## src/rtl/expr_vector_sequencer_if.sv

```systemverilog
// Host-side bundle for the expression-block vector sequencer: run control, operand buses, DUT result, status.
// Latency: pure wiring, no state.
// Backpressure: none; the master owns start/abort/num_vec/settle/y_in, the slave owns everything else.
interface expr_vector_sequencer_if #(
    parameter int Y_W = 90
);
    logic           start;
    logic           abort;
    logic [15:0]    num_vec;
    logic [3:0]     settle;
    logic [29:0]    a_bus;
    logic [29:0]    b_bus;
    logic [Y_W-1:0] y_in;
    logic           busy;
    logic           done;
    logic [31:0]    signature;
    logic [15:0]    vec_cnt;

    modport master (
        output start, abort, num_vec, settle, y_in,
        input  a_bus, b_bus, busy, done, signature, vec_cnt
    );

    modport slave (
        input  start, abort, num_vec, settle, y_in,
        output a_bus, b_bus, busy, done, signature, vec_cnt
    );
endinterface

```

## src/rtl/expr_vector_sequencer.sv

```systemverilog
// Operand sequencer: drives 60-bit LFSR vectors into a combinational DUT and folds its 90-bit output into a 32-bit MISR.
// Latency: each vector takes settle+2 cycles (drive, settle waits, capture); done pulses one cycle after the DONE state.
// Backpressure: none; start is honoured only when idle, abort cancels any busy cycle on the next edge.
module expr_vector_sequencer #(
    parameter logic [59:0] SEED = 60'h1,
    parameter int          Y_W  = 90
) (
    input  logic                   clk,
    input  logic                   rst_n,
    expr_vector_sequencer_if.slave bus
);

    // An all-zero LFSR would lock up, so a zero seed is replaced by 1.
    localparam logic [59:0] SEED_EFF = (SEED == 60'h0) ? 60'h1 : SEED;
    localparam logic [31:0] POLY     = 32'h04C11DB7;

    typedef enum logic [2:0] {
        S_IDLE    = 3'd0,
        S_DRIVE   = 3'd1,
        S_WAIT    = 3'd2,
        S_CAPTURE = 3'd3,
        S_DONE    = 3'd4
    } state_t;

    state_t      state;
    logic [59:0] lfsr;
    logic [59:0] vec_q;
    logic [31:0] sig;
    logic [15:0] cnt;
    logic [15:0] nv_q;
    logic [3:0]  st_q;
    logic [3:0]  wait_cnt;
    logic        busy_q;
    logic        done_q;

    logic [31:0] fold;
    logic [31:0] sig_next;
    logic [15:0] cnt_inc;
    logic [59:0] lfsr_next;

    // Fold the DUT output to 32 bits and form the next MISR, count and LFSR values used at capture.
    always_comb begin
        fold      = bus.y_in[31:0] ^ bus.y_in[63:32] ^ {{(96-Y_W){1'b0}}, bus.y_in[Y_W-1:64]};
        sig_next  = {sig[30:0], 1'b0} ^ (sig[31] ? POLY : 32'h0) ^ fold;
        cnt_inc   = cnt + 16'd1;
        lfsr_next = {lfsr[58:0], lfsr[59] ^ lfsr[58]};
    end

    // Run FSM with registered busy/done; abort wins over every busy-state action.
    always_ff @(posedge clk or negedge rst_n) begin
        if (!rst_n) begin
            state    <= S_IDLE;
            lfsr     <= SEED_EFF;
            vec_q    <= 60'h0;
            sig      <= 32'h0;
            cnt      <= 16'h0;
            nv_q     <= 16'h0;
            st_q     <= 4'h0;
            wait_cnt <= 4'h0;
            busy_q   <= 1'b0;
            done_q   <= 1'b0;
        end else begin
            busy_q <= 1'b0;
            done_q <= 1'b0;
            case (state)
                S_IDLE: begin
                    if (bus.start) begin
                        sig <= 32'hFFFF_FFFF;
                        cnt <= 16'h0;
                        if (bus.num_vec != 16'h0) begin
                            lfsr  <= SEED_EFF;
                            nv_q  <= bus.num_vec;
                            st_q  <= bus.settle;
                            state <= S_DRIVE;
                        end else begin
                            state <= S_DONE;
                        end
                    end
                end
                S_DONE: begin
                    done_q <= 1'b1;
                    state  <= S_IDLE;
                end
                default: begin
                    if (bus.abort) begin
                        state <= S_IDLE;
                    end else begin
                        busy_q <= 1'b1;
                        case (state)
                            S_DRIVE: begin
                                vec_q    <= lfsr;
                                wait_cnt <= st_q;
                                state    <= (st_q != 4'h0) ? S_WAIT : S_CAPTURE;
                            end
                            S_WAIT: begin
                                wait_cnt <= wait_cnt - 4'd1;
                                if (wait_cnt == 4'd1) begin
                                    state <= S_CAPTURE;
                                end
                            end
                            S_CAPTURE: begin
                                sig   <= sig_next;
                                cnt   <= cnt_inc;
                                lfsr  <= lfsr_next;
                                state <= (cnt_inc == nv_q) ? S_DONE : S_DRIVE;
                            end
                            default: begin
                                busy_q <= 1'b0;
                                state  <= S_IDLE;
                            end
                        endcase
                    end
                end
            endcase
        end
    end

    assign bus.a_bus     = vec_q[59:30];
    assign bus.b_bus     = vec_q[29:0];
    assign bus.busy      = busy_q;
    assign bus.done      = done_q;
    assign bus.signature = sig;
    assign bus.vec_cnt   = cnt;

endmodule

```

## src/flat_wrapper.sv

```systemverilog
// flat-port wrapper written by rule: the top's interface ports become plain ports
module expr_vector_sequencer_flat 
#(
    parameter logic [59:0] SEED = 60'h1,
    parameter int          Y_W  = 90
)
  (clk, rst_n, bus_start, bus_abort, bus_num_vec, bus_settle, bus_y_in, bus_a_bus, bus_b_bus, bus_busy, bus_done, bus_signature, bus_vec_cnt);
  expr_vector_sequencer_if #(.Y_W(Y_W)) bus_i ();
  input  logic clk;
  input  logic rst_n;
  input wire logic [$bits(bus_i.start)-1:0] bus_start;
  input wire logic [$bits(bus_i.abort)-1:0] bus_abort;
  input wire logic [$bits(bus_i.num_vec)-1:0] bus_num_vec;
  input wire logic [$bits(bus_i.settle)-1:0] bus_settle;
  input wire logic [$bits(bus_i.y_in)-1:0] bus_y_in;
  output wire logic [$bits(bus_i.a_bus)-1:0] bus_a_bus;
  output wire logic [$bits(bus_i.b_bus)-1:0] bus_b_bus;
  output wire logic [$bits(bus_i.busy)-1:0] bus_busy;
  output wire logic [$bits(bus_i.done)-1:0] bus_done;
  output wire logic [$bits(bus_i.signature)-1:0] bus_signature;
  output wire logic [$bits(bus_i.vec_cnt)-1:0] bus_vec_cnt;
  assign bus_i.start = bus_start;
  assign bus_i.abort = bus_abort;
  assign bus_i.num_vec = bus_num_vec;
  assign bus_i.settle = bus_settle;
  assign bus_i.y_in = bus_y_in;
  assign bus_a_bus = bus_i.a_bus;
  assign bus_b_bus = bus_i.b_bus;
  assign bus_busy = bus_i.busy;
  assign bus_done = bus_i.done;
  assign bus_signature = bus_i.signature;
  assign bus_vec_cnt = bus_i.vec_cnt;
  expr_vector_sequencer #(.SEED(SEED), .Y_W(Y_W)) u_core (.clk(clk), .rst_n(rst_n), .bus(bus_i));
endmodule
```

## config.mk

```make
export PLATFORM = sky130hd
export DESIGN_NAME = expr_vector_sequencer_flat
export DESIGN_NICKNAME = d
export VERILOG_FILES = /design/src/rtl/expr_vector_sequencer_if.sv /design/src/rtl/expr_vector_sequencer.sv /design/src/flat_wrapper.sv
export SDC_FILE = /design/constraint.sdc
export NUM_CORES = 1
export LEC_CHECK = 0
export ABC_CLOCK_PERIOD_IN_PS = 3400
export BUFFER_PORTS_ARGS = -buffer_cell sky130_fd_sc_hd__clkbuf_2
export CELL_PAD_IN_SITES_DETAIL_PLACEMENT = 0
export CELL_PAD_IN_SITES_GLOBAL_PLACEMENT = 2
export CORE_ASPECT_RATIO = 1.2
export CORE_MARGIN = 3
export CORE_UTILIZATION = 30
export CTS_CLUSTER_SIZE = 25
export DETAILED_ROUTE_END_ITERATION = 8
export HOLD_SLACK_MARGIN = 0.05
export PLACE_DENSITY = 0.73
export RECOVER_POWER = 100
export SYNTH_ARGS = -nofsm -noshare
export SYNTH_HDL_FRONTEND = slang
export SYNTH_SLANG_ARGS = --single-unit
```

## constraint.sdc

```tcl
create_clock -name clk -period 3.4 [get_ports clk]
set_input_delay 0.85 -clock clk [delete_from_list [all_inputs] [get_ports clk]]
set_output_delay 0.85 -clock clk [all_outputs]
set_load 0.005 [all_outputs]
```

==> flow_metrics.py <==
metrics = {
    "worst_setup_path": {
        "cp_cell_sequence": "clkbuf_1 -> clkbuf_2",
        "worst-endpoint-arrival_ns": 1.88,
        "critPathMaxStageDelay_ns": 0.86,
        "crit_fanout": 16,
        "end_kind": "primary output",
        "sort_of_element_at_the_start_of_the_critical_path": "flip-flop",
        "r2r_setup_slack_ns": 0.70,
        "timing.setup.critical_path_class": "flip-flop to primary output",
        "worst_ep_required_time_ns": 2.55,
        "crit_slowest_cell": "sky130_fd_sc_hd__clkbuf_1",
    },
    "logic_synthesis": {
        "syn_avg_cell_area_um2": 10.7,
        "sequential_fraction_of_the_synthesis_area_pct": 52.9,
        "simple_gate_area_share_of_the_yosys_netlist_pct": 11.9,
        "yosys-mux-area-fraction_pct": 9.67,
        "synth-adder-area-share_pct": 0.403,
        "async_flop_share_pct": 100,
        "combinational_family_with_the_most_area_after_synthesis": "simple AND/OR/NAND/NOR gates",
        "synth_cell_type_count": 54,
        "syn-cell-area_um2": 9320,
        "synthesis.instances": 871,
        "synth_top_cells_by_area": "sky130_fd_sc_hd__dfrtp_1 (53%), sky130_fd_sc_hd__xnor2_1 (9.1%), sky130_fd_sc_hd__o21ai_0 (7.5%)",
        "synth_edf_count": 0,
        "ys_ff_latch": 197,
        "synth-xor-area-share_pct": 11.7,
        "yosysWarningCount": 0,
        "synth_top_area_cell": "sky130_fd_sc_hd__dfrtp_1",
        "syn_nets": 988,
        "synth-main-ff-cell": "sky130_fd_sc_hd__dfrtp_1",
        "synth_top_area_share_pct": 52.6,
        "synth_compound_area_share_pct": 10.5,
    },
    "clock_tree": {
        "cts.clk_slew.worst_paths_ns": 0.07,
        "clock_latency_on_the_worst_skew_pair_ns": 0.43,
        "tritoncts_buffers": 17,
        "cts-root-buf": "sky130_fd_sc_hd__clkbuf_16",
        "cts_tree": "yes",
        "postCtsSetupRepairBufs": 0,
        "post_cts.resized_instances": 0,
        "clock_tree.htree_level_count": 4,
        "clock_path_buffers": 2,
        "cts-hold-fix-buffers": 0,
        "tritoncts_num_sinks": 197,
    },
    "drt": {
        "drt-initial-drc-count": 366,
        "via_per_inst": 4.69,
        "detail_route.wirelength_um": 23900,
        "final_routed_wire_length_divided_by_cell_count_um": 16.2,
        "drt_drc_violations_left": 0,
        "drt_pass1_iterations": 4,
        "route.vias.total": 6926,
        "detail-route-antenna-nets": 0,
    },
    "sta": {
        "hold_viol_final": 0,
        "setup_viol": 0,
        "final_min_period_over_clock_period_pct": 80.4,
        "slew_viol_final": 122,
        "timing.slew.headroom_pct": -12.5,
        "fin_crit_ns": 2.73,
        "fmax_ghz": 0.366,
        "fin_setup_tns_ns": 0,
        "worst_slew_pin_slew_ns": 1.69,
        "grt_setup_unrepaired": "false",
        "clock_skews_ns": 0.00873,
    },
    "power_and_ir_drop": {
        "p_per_area_nw_per_um2": 562,
        "swShare_pct": 31.9,
        "sequentialPowerShare_pct": 45.9,
        "cellInternalPower_mw": 4.31,
        "switching_power_mw": 2.01,
        "vdd.ir_drop.worst_mv": 0.278,
        "p_leak_nw": 4.90,
        "combPwrFrac_pct": 23.5,
        "clock_power_share_pct": 30.6,
    },
    "placed_design": {
        "postPlaceCellArea_um2": 10800,
        "dp_hpwl_um": 16800,
        "routabilityCongestion": 0.746,
        "io_buffers": 223,
    },
    "global_routing": {
        "met3_usage_pct": 4.21,
        "grt_busiest_layer": "met2",
        "globalRouteTotalUtil_pct": 14.6,
        "globalRouteMet1Util_pct": 19.0,
        "grt.overflow.total": 0,
        "grt_pass1_wl_um": 38900,
        "grt_start_max_net_pins": 72,
        "use_met2_pct": 24.1,
        "grt_pass1_vias": 7021,
        "antenna_violations_before_repair": 0,
    },
    "floorplan": {
        "fp-row-count": 70,
        "vert_die_dim_um": 199,
        "placeableCoreArea_um2": 30600,
        "ios": 224,
        "initial_core_util_pct": 30.5,
        "die_area_um2": 33200,
        "die-width_um": 167,
    },
    "status": {
        "status": "finished, violations left",
        "violated_checks": "capacitance limit, slew limit",
    },
    "run": {
        "drv_cap": 2,
    },
    "final_layout": {
        "mostFrequentLayoutCell": "sky130_fd_sc_hd__dfrtp_1",
        "diodes": 0,
        "final_layout_size_suffix_gt1_share_pct": 24.0,
        "areaGrowthSynthToFinish_pct": 20.7,
        "final_cell_mix": "sky130_fd_sc_hd__dfrtp_1 (196), sky130_fd_sc_hd__clkbuf_2 (153), sky130_fd_sc_hd__o21ai_0 (141)",
        "final_net_count": 1187,
        "final_std_cell_area_no_fill_um2": 11200,
    },
    "min_path": {
        "min_path_type": "flip-flop to flip-flop",
    },
}
## worst max-delay path: cells and delay by family (launching register included)
| family | cells | cell delay (ns) |
|---|---|---|
| flip-flops | 1 | 0.32 |
| buffers and inverters | 2 | 1.13 |
## logic make-up after synthesis
kind of cell | Yosys count
and+or+nand+nor | 227
DFF | 197
AOI/OAI and AO/OA | 181
xor gates and xnor gates | 123
muxes | 80
buffers and inverters | 60
adders and majority gates | 3
## worst paths after layout
| check | end | start | depth (start not counted) |
|---|---|---|---|
| worst min register to register | u_core.vec_q[3] | u_core.vec_q[3] | 1 |
| worst min-delay path | u_core.vec_q[3] | u_core.vec_q[3] | 1 |
| worst max register to register | u_core.state[2] | u_core.bus.vec_cnt[0] | 7 |
| max in group asynchronous | u_core.lfsr[0] | rst_n | 2 |
| worst max-delay path | bus_signature[31] | u_core.bus.signature[31] | 2 |
| min in group asynchronous | u_core.bus.signature[5] | rst_n | 1 |
## registers in the layout, indices dropped and copies added (netlist names)
register	cells
u_core.st_q	4
u_core.bus.signature	32
u_core.state	3
u_core.lfsr	60
u_core.nv_q	16
u_core.wait_cnt	4
u_core.bus.busy	1
u_core.bus.vec_cnt	16
u_core.vec_q	60
u_core.bus.done	1
## layout make-up
| cell class | count | area (um^2) |
|---|---|---|
| fillers | 3149 | 19300 |
| flip-flops and latches | 197 | 4930 |
| multi-input cells | 614 | 4120 |
| repair buffers | 234 | 1120 |
| well taps | 396 | 495 |
| clock buffers | 20 | 457 |
| clock inverters | 11 | 93.8 |
| inverters | 6 | 22.5 |
## layer usage
layer	share of wire [%]	up-vias
met1	45	3350
li1	-	3369
met3	6.1	12
met5	0	-
met4	1.4	0
met2	48	195
## cells in the mapped netlist (6+ instances only)
cell                       number
sky130_fd_sc_hd__buf_2         16
sky130_fd_sc_hd__nand2_1      136
sky130_fd_sc_hd__buf_1          6
sky130_fd_sc_hd__nor2_1        20
sky130_fd_sc_hd__inv_1          6
sky130_fd_sc_hd__a31oi_1        6
sky130_fd_sc_hd__o21ai_0      140
sky130_fd_sc_hd__xor2_1        25
sky130_fd_sc_hd__mux2_1        27
sky130_fd_sc_hd__a21oi_1       14
sky130_fd_sc_hd__dfrtp_1      196
sky130_fd_sc_hd__nand3_1       11
sky130_fd_sc_hd__xnor2_1       97
sky130_fd_sc_hd__nor4_1         7
sky130_fd_sc_hd__mux2_2        53
sky130_fd_sc_hd__nor3_1        11
sky130_fd_sc_hd__clkbuf_1      26
## power by group through the flow
stage	Combinational, mW	Clock [mW]	Sequential (mW)
floorplan	1.05	0	2.87
global placement	1.56	0	2.95
detailed placement	1.56	0	2.95
CTS	1.56	2.01	2.91
global route	1.68	2.11	2.95
finish	1.49	1.93	2.90
## stage by stage
step                setup WS, ns  hold WS [ns]  utilization (%)  instances  power, mW
floorplan                   1.20         0.466                -        871       3.91
global placement           0.643         0.467             35.5       1447       4.51
detailed placement         0.605         0.477             35.5       1447       4.51
CTS                        0.948         0.420             37.3       1478       6.48
global route               0.421         0.511             36.8       1478       6.74
finish                     0.668         0.488             36.8       1478       6.32
Note: power is estimated with default switching activity, not from simulation.
